[config.mk]
export PLATFORM = sky130hd
export DESIGN_NAME = sumador_arbiter_2req
export DESIGN_NICKNAME = d
export VERILOG_FILES = /design/src/rtl/sumador_arbiter_2req_pkg.sv /design/src/rtl/sumador_16bits.sv /design/src/rtl/sumador_arbiter_2req.sv
export SDC_FILE = /design/constraint.sdc
export NUM_CORES = 1
export LEC_CHECK = 0
export ABC_AREA = 1
export BUFFER_PORTS_ARGS = -buffer_cell sky130_fd_sc_hd__buf_2
export CAP_MARGIN = 30
export CORE_MARGIN = 2
export CORE_UTILIZATION = 45
export DETAILED_ROUTE_END_ITERATION = 8
export PLACE_DENSITY = 0.7
export SYNTH_ARGS = -nofsm -noshare
export SYNTH_HDL_FRONTEND = slang
export SYNTH_SLANG_ARGS = --single-unit
[constraint.sdc]
create_clock -name clk -period 4.3 [get_ports clk]
set_input_delay 0.645 -clock clk [delete_from_list [all_inputs] [get_ports clk]]
set_output_delay 0.645 -clock clk [all_outputs]
set_load 0.005 [all_outputs]
[src/rtl/sumador_arbiter_2req_pkg.sv]
// Shared types and constants for the two-requester add/sub arbiter.
// Default build wraps on overflow; define SUMADOR_ARB_SAT_EN to saturate instead.
package sumador_arbiter_2req_pkg;

  typedef enum logic [1:0] {
    IDLE = 2'd0,
    EXEC = 2'd1,
    DONE = 2'd2
  } state_e;

  localparam logic OP_ADD = 1'b0;
  localparam logic OP_SUB = 1'b1;

  localparam logic [15:0] SAT_POS = 16'h7FFF;
  localparam logic [15:0] SAT_NEG = 16'h8000;

  // Returns the winning requester id (0 or 1); ties go to whoever was not served last.
  function automatic logic pick_winner(input logic i_req0, input logic i_req1,
                                       input logic i_last);
    return (i_req0 && i_req1) ? ~i_last : i_req1;
  endfunction

endpackage

[src/rtl/sumador_16bits.sv]
// Combinational two's-complement adder/subtractor with signed overflow flag.
module sumador_16bits
  import sumador_arbiter_2req_pkg::*;
#(
  parameter int unsigned WIDTH = 16
) (
  input  logic [WIDTH-1:0] i_a,
  input  logic [WIDTH-1:0] i_b,
  input  logic             i_ctrl,
  output logic [WIDTH-1:0] o_sum,
  output logic             o_overflow
);

  logic [WIDTH-1:0] w_b_eff;
  logic [WIDTH-1:0] w_carry_in;

  always_comb begin
    w_b_eff    = (i_ctrl == OP_SUB) ? ~i_b : i_b;
    w_carry_in = {{(WIDTH-1){1'b0}}, (i_ctrl == OP_SUB)};
    o_sum      = i_a + w_b_eff + w_carry_in;
    // Same rule covers add and subtract once b is conditionally inverted.
    o_overflow = (i_a[WIDTH-1] == w_b_eff[WIDTH-1]) && (o_sum[WIDTH-1] != i_a[WIDTH-1]);
  end

endmodule

[src/rtl/sumador_arbiter_2req.sv]
// Round-robin arbiter sharing one add/sub datapath between two requesters.
// Optional SUMADOR_ARB_SAT_EN: saturate the registered result on signed overflow.
module sumador_arbiter_2req
  import sumador_arbiter_2req_pkg::*;
#(
  parameter int unsigned WIDTH = 16
) (
  input  logic             clk,
  input  logic             rst,
  input  logic             req0,
  input  logic             ctrl0,
  input  logic [WIDTH-1:0] a0,
  input  logic [WIDTH-1:0] b0,
  input  logic             req1,
  input  logic             ctrl1,
  input  logic [WIDTH-1:0] a1,
  input  logic [WIDTH-1:0] b1,
  output logic             done0,
  output logic             done1,
  output logic [WIDTH-1:0] result,
  output logic             overflow,
  output logic             busy,
  output logic             grant_id
);

  state_e           r_state;
  logic [WIDTH-1:0] r_a;
  logic [WIDTH-1:0] r_b;
  logic             r_ctrl;
  logic             r_last;
  logic             r_grant;
  logic             r_done0;
  logic             r_done1;
  logic             r_busy;
  logic [WIDTH-1:0] r_result;
  logic             r_overflow;

  logic             w_win;
  logic [WIDTH-1:0] w_sum;
  logic             w_ovf;
  logic [WIDTH-1:0] w_res;

  assign w_win = pick_winner(req0, req1, r_last);

  sumador_16bits #(
    .WIDTH (WIDTH)
  ) u_datapath (
    .i_a        (r_a),
    .i_b        (r_b),
    .i_ctrl     (r_ctrl),
    .o_sum      (w_sum),
    .o_overflow (w_ovf)
  );

`ifdef SUMADOR_ARB_SAT_EN
  // On overflow the true result carries the sign of a; at WIDTH=16 these are SAT_NEG/SAT_POS.
  always_comb begin
    w_res = w_sum;
    if (w_ovf) begin
      w_res = r_a[WIDTH-1] ? {1'b1, {(WIDTH-1){1'b0}}} : {1'b0, {(WIDTH-1){1'b1}}};
    end
  end
`else
  assign w_res = w_sum;
`endif

  always_ff @(posedge clk or posedge rst) begin
    if (rst) begin
      r_state    <= IDLE;
      r_a        <= '0;
      r_b        <= '0;
      r_ctrl     <= OP_ADD;
      r_last     <= 1'b1;
      r_grant    <= 1'b0;
      r_done0    <= 1'b0;
      r_done1    <= 1'b0;
      r_busy     <= 1'b0;
      r_result   <= '0;
      r_overflow <= 1'b0;
    end else begin
      unique case (r_state)
        IDLE: begin
          if (req0 || req1) begin
            r_grant <= w_win;
            r_last  <= w_win;
            r_a     <= w_win ? a1 : a0;
            r_b     <= w_win ? b1 : b0;
            r_ctrl  <= w_win ? ctrl1 : ctrl0;
            r_busy  <= 1'b1;
            r_state <= EXEC;
          end
        end
        EXEC: begin
          r_result   <= w_res;
          r_overflow <= w_ovf;
          r_done0    <= ~r_grant;
          r_done1    <= r_grant;
          r_state    <= DONE;
        end
        DONE: begin
          r_done0 <= 1'b0;
          r_done1 <= 1'b0;
          r_busy  <= 1'b0;
          r_state <= IDLE;
        end
        default: r_state <= IDLE;
      endcase
    end
  end

  assign done0    = r_done0;
  assign done1    = r_done1;
  assign result   = r_result;
  assign overflow = r_overflow;
  assign busy     = r_busy;
  assign grant_id = r_grant;

endmodule

# After elaboration in Yosys (flattened, before gate mapping)
# Index checks and enable logic that the tools add are counted.
totals:
  regBits: 57
  output_inout_bits: 21
  elab_cells: 40
op_classes:
  n_addsub: 2
  n_eq_ne: 5
  mux: 11
  bitwise: 3
  reduce_logical: 8
op_table:
  columns: ["operator", "count"]
  rows:
  - ["2-to-1 mux 16 bit", 3]
  - ["adder 16 x 1 -> 16 bit", 1]
  - ["adder 16 bit", 1]
  - ["NOT 16 bit", 1]
  - ["one-hot mux 1 bit (2 select lines)", 3]
  - ["one-hot mux 2 bit (2 select lines)", 1]
  - ["AND reduction 2 bit", 2]
  - ["nonzero test 2 bit", 2]
  - ["2-to-1 mux 1 bit", 3]
  - ["equality test 2 x 1 -> 1 bit, second input constant", 1]
  - ["equality test 2 bit, second input constant", 1]
  - ["logical AND 1 bit", 2]
  - ["logical NOT 2 bit", 1]
  - ["2-to-1 mux 2 bit", 1]
  - ["inequality test 2 bit, second input constant", 1]
  - ["NOT 1 bit", 2]
  - ["equality test 1 bit", 1]
  - ["logical OR 1 bit", 1]
  - ["inequality test 1 bit", 1]

# Depth between registers and ports, before layout
depth:
  depth_word: 6
  depth_mapped: 15
  depth_no_buf: 14

# Modules after synthesis
# A second synthesis with hierarchy kept.
unflattened:
  hier_cells: 546
  area_unflattened_um2: 3958.8
modules_own_cells:
  columns: ["mod", "instances", "cells_each", "area_each_um2", "seq_area_each_um2"]
  rows:
  - ["sumador_arbiter_2req", 1, 359, 2907.8, 1427.6]
  - ["sumador_16bits", 1, 187, 1051.0, 0.0]

# Worst setup path after synthesis
# No wires, ideal clock.
synth_timing:
  kind: "register to register"
  startpoint: "register r_ctrl"
  endpoint: "register r_overflow, in the netlist overflow"
  setup_time_ps: 117
  arrival_time_ps: 1885
  t_required_ps: 4183
  path_slack_ps: 2297
  stages_incl_launch_ff: 13
  n_path_buf: 2
  period_less_slack_ps: 2003
  cell_sequence: "dfrtp_1 > buf_6 > buf_2 > xor2_1 > ha_1 > nand2_2 > inv_2 > nand2_1 > nand2_1 > a21oi_1 > nand3_1 > nand3_1 > nand2_1"
synth_via:
  elab_chain_cells: 5
  elab_cells_between_ends: 6
  classes_between: "2 x add/sub; 2 x eq/ne; 1 x mux; 1 x reduce/logical"
synth_lines:
  columns: ["item", "line", "source"]
  rows:
  - ["start, declared", "sumador_arbiter_2req.sv:29", "logic r_ctrl;"]
  - ["start signal, assigned", "sumador_arbiter_2req.sv:88", "r_ctrl <= w_win ? ctrl1 : ctrl0;"]
  - ["2-to-1 mux 16 bit", "sumador_16bits.sv:18", "w_b_eff = (i_ctrl == OP_SUB) ? ~i_b : i_b;"]
  - ["adder 16 bit", "sumador_16bits.sv:20", "o_sum = i_a + w_b_eff + w_carry_in;"]
  - ["adder 16 x 1 -> 16 bit", "sumador_16bits.sv:20", null]
  - ["inequality test 1 bit", "sumador_16bits.sv:22", "o_overflow = (i_a[WIDTH-1] == w_b_eff[WIDTH-1]) && (o_sum[WIDTH-1] != i_a[WIDTH-1]);"]
  - ["logical AND 1 bit (*)", "sumador_16bits.sv:22", null]
  - ["end signal, assigned", "sumador_arbiter_2req.sv:95", "r_overflow <= w_ovf;"]
  - ["end, declared", "sumador_arbiter_2req.sv:36", "logic r_overflow;"]
# Every way passes the cells marked *; elsewhere a longest branch is shown, timed or not.
# A chain may end at the register's enable or synchronous reset.

# Worst setup path in the final report
layout_timing:
  startpoint: "register r_ctrl"
  endpoint: "register r_result[14], in the netlist result[14]"
layout_via:
  elab_chain_cells: 3
layout_lines:
  columns: ["item", "line", "source"]
  rows:
  - ["2-to-1 mux 16 bit", "sumador_16bits.sv:18", null]
  - ["adder 16 bit", "sumador_16bits.sv:20", null]
  - ["adder 16 x 1 -> 16 bit (*)", "sumador_16bits.sv:20", null]
  - ["end signal, assigned", "sumador_arbiter_2req.sv:94", "r_result <= w_res;"]
  - ["end, declared", "sumador_arbiter_2req.sv:35", "logic [WIDTH-1:0] r_result;"]
# Marked as above.

==> impl_results.md <==
- Outcome: complete, no violations
- Vias in the first global route: around 3100
- Final setup vio count: 0
- Count of pins on the block boundary: just over 90
- Setup repair after global routing missed its margin: false
- Starting density of the core: between 40% and 50%
- Type of the worst setup path: reg -> reg
- Number of cells traversed by the worst hold path: 2
- Post-CTS Hold Buffers: 0
- Time the final worst path needs with I/O delays and setup: 2.440 ns
- Worst Reg2Reg Path Length in Cells: 10
- Clock sink count: 57
- Clock Root Buffer: clkbuf_8
- Die ar.: about 8500 sq um
- Global-route congestion overflow total: 0
- Resize count post-CTS: 0
- Startpoint of the tightest hold check path: r_last
- Die boundary height: ~90 microns
- Required time at the worst-slack endpoint: roughly 4.5 ns
- GRT Total Usage: 20.45%
- Cells traversed along the worst timing path: xnor2_1, fa_1, o21ai_2, nand2_1, nand2_2, nand2_1, nand2_1, nand2_1, nand3_1, nand2_1
- Share of cells above drive strength 1: 24.45%
- Primary FF master, synth: dfrtp_1
- Final antenna-violating net count: 0
- Cell row count: 32
- Routed length per instance: about 12 microns
- Source of the worst register-to-register timing path: r_ctrl
- Busiest layer in global routing: met2
- Final hold viol count: 0
- Number of buffers added for setup after CTS: 0
- Mean cell area of the mapped netlist: roughly 7.7 sq um
- Worst setup SP type: register
- Yosys warning count: 0
- Cell Area, Synth: roughly 3500 sq um
- Top library cells by usage in the layout, fill and taps aside: nand2_1 (115), buf_2 (90), dfrtp_1 (56), o21ai_0 (48), nor2_1 (43)
- Relative slew margins: between 40% and 50%
- Sequential fraction of the synthesis area: between 40 and 50%
- H-tree depth reported by CTS: 3
- Peak clock frequency supported by timing: approximately 410 MHz
- Synthesis-to-finish area growth: 19.93%
- Bufs on Longest Clock Path: 2
- Worst hold path endpoint: r_last
- Post-synthesis register bit count: 57
- Routability cong.: 0.8241
- Width of the die: 92.24 microns
- Insertion delay to the later sink of the worst-skew pair: 0.34 ns
- Vias per cell: between 4 and 5
- Overall routed net length: 7996 microns
- Number of instances in the synthesized netlist: roughly 450
- Tightest Pin Transition: between 0.8 and 0.9 ns
- Reg-to-reg critical path endpoint: result[14]
- # fillers: 757
- HPWL Detailed: ~6100 microns
- Hold Crit Class: reg -> reg
- Most common cell after layout, fill and taps aside: nand2_1
- Total of buffers placed on input and output ports: 90
- Max incr delay on CP: between 0.8 and 0.9 ns
- Antenna fix cells: 0
- Dominant cell type by count on the critical path: nand2_1
- Global-route wire length before repair: between 10000 and 15000 microns
- Number of distinct standard cells referenced by the synthesized netlist: 33
- CP max-delay cell: dfrtp_1
- TritonCTS Buffers: 9
- Worst path arrival time: around 2.7 ns
- Met1 layer usage reported by global route: between 20% and 30%
- Count of flip-flops with a built-in enable after synthesis: 0
- Max Clock Skew: about 0.0077 ns
- Post-synth ARST share: 100.0%
- Critical Path End Type: register
- Clock-pin slew of the registers on the worst-case setup and hold paths: 0.07 ns
- Cell family contributing the most delay on the critical path: flip-flops
- TritonCTS clock tree: done
- Max-cap violations: 0
- Maximum fanout encountered on the critical timing path: 16
- Final-layout setup total negative slack: 0 ns
- Buf/Inv on CP: 0
- First-iteration detailed-routing DRC count: 180
- Max-slew violation total from the final report: 0
- Placeable core area: 7647 sq um
- Number of optimization iterations in the first detailed-route pass: 4
- Met3 demand-to-capacity share in global routing: about 2.7%
- Period Utilization, post-route: a little under three fifths
- Pin count of the biggest net entering global routing: just under 60
- Setup slack of the worst register-to-register path: 1.86 ns
- Initial antenna violation count: 0
- Met2 capacity usage during global routing: a little under a third
- Vias: ~3200
- Count of unresolved DRC violations after routing: 0
- Final nets: approximately 630
- Net Count, Synth: ~540
final cells by class:
cell class                 instances  area, sq um  share of cell area (%)
clock buffer                      14        172.7                   4.110
clock inverter                     2        35.03                  0.8338
inverter                          41        156.4                   3.722
multi-input combinational        338         1817                   43.24
sequential                        57         1428                   33.98
tap                              102        127.6                   3.038
timing repair buffer              92        465.4                   11.08
per-layer routing:
metal  vias to the layer above  routed length, microns
met5                         -                       0
met4                         0                     132
met3                        11                     346
met2                        81                    3508
met1                      1442                    4009
li1                       1642                       -
flip-flops by register name, summed over array words and instances, names as in the netlist:
register  cells
done1         1
r_b          16
done0         1
r_a          16
overflow      1
r_state       2
r_ctrl        1
r_last        1
result       16
busy          1
grant_id      1
cell usage after synthesis, types with 2 or more instances:
master,instances,area [sq um]
xnor2_1,5,43.79
a21oi_1,14,70.07
buf_6,3,33.78
nand4_1,2,12.51
nor3_1,2,10.01
nand3_1,18,90.09
o21ai_0,48,240.2
buf_2,6,30.03
xor2_1,15,131.4
inv_2,8,30.03
nand2_2,7,43.79
nand2_1,115,431.7
nor2_1,43,161.4
ha_1,19,237.7
clkbuf_2,4,20.02
o22ai_1,6,37.54
o21ai_1,29,145.1
dfrtp_1,56,1401
nand3b_1,2,15.01
nand2_4,4,45.04
inv_1,32,120.1
clkbuf_1,5,18.77
per-stage QoR:
step | hold WS, ns | setup slack (ns) | cell area [sq um] | util (%) | std cells
final | 0.4690 | 1.860 | 4202 | 54.94 | 646
after floorplan | 0.4430 | 2.257 | 3503 | - | 454
after global routing | 0.4893 | 1.599 | 4202 | 54.94 | 646
after detailed placement | 0.4621 | 1.866 | 3994 | 52.23 | 630
after global placement | 0.4533 | 1.945 | 3994 | 52.23 | 630
after CTS | 0.4694 | 1.848 | 4202 | 54.94 | 646
worst max-delay path by stage:
stage,startpoint,depth (start not counted),slack (ns),end
floorplan,rst,1,2.26,busy
global placement,r_ctrl,10,1.94,result[14]
detailed placement,r_ctrl,10,1.87,result[14]
CTS,r_ctrl,10,1.85,result[14]
global route,r_ctrl,10,1.60,result[14]
finish,r_ctrl,10,1.86,result[14]
cell families (layout without fill, tap and decap cells):
| kind of cell | after synthesis | after routing | share of synthesized area, % |
|---|---|---|---|
| AO/OA/AOI/OAI | 101 | 101 | 15.25 |
| XOR/XNOR | 20 | 20 | 5.000 |
| adder cells (fa/ha/maj) | 20 | 20 | 7.357 |
| buffers and inverters | 59 | 149 | 7.393 |
| flip-flops | 57 | 57 | 40.75 |
| AND/OR/NAND/NOR | 197 | 197 | 24.25 |
tightest hold or removal path, cell delays in order (launching register included):
cell and delay (ns):
dfstp_2 0.37, nand2_1 0.05, nand2_1 0.04
Power is left out: the tool's default activity adds up to more than one toggle a clock period on the data nets, which glitch-free logic cannot reach.
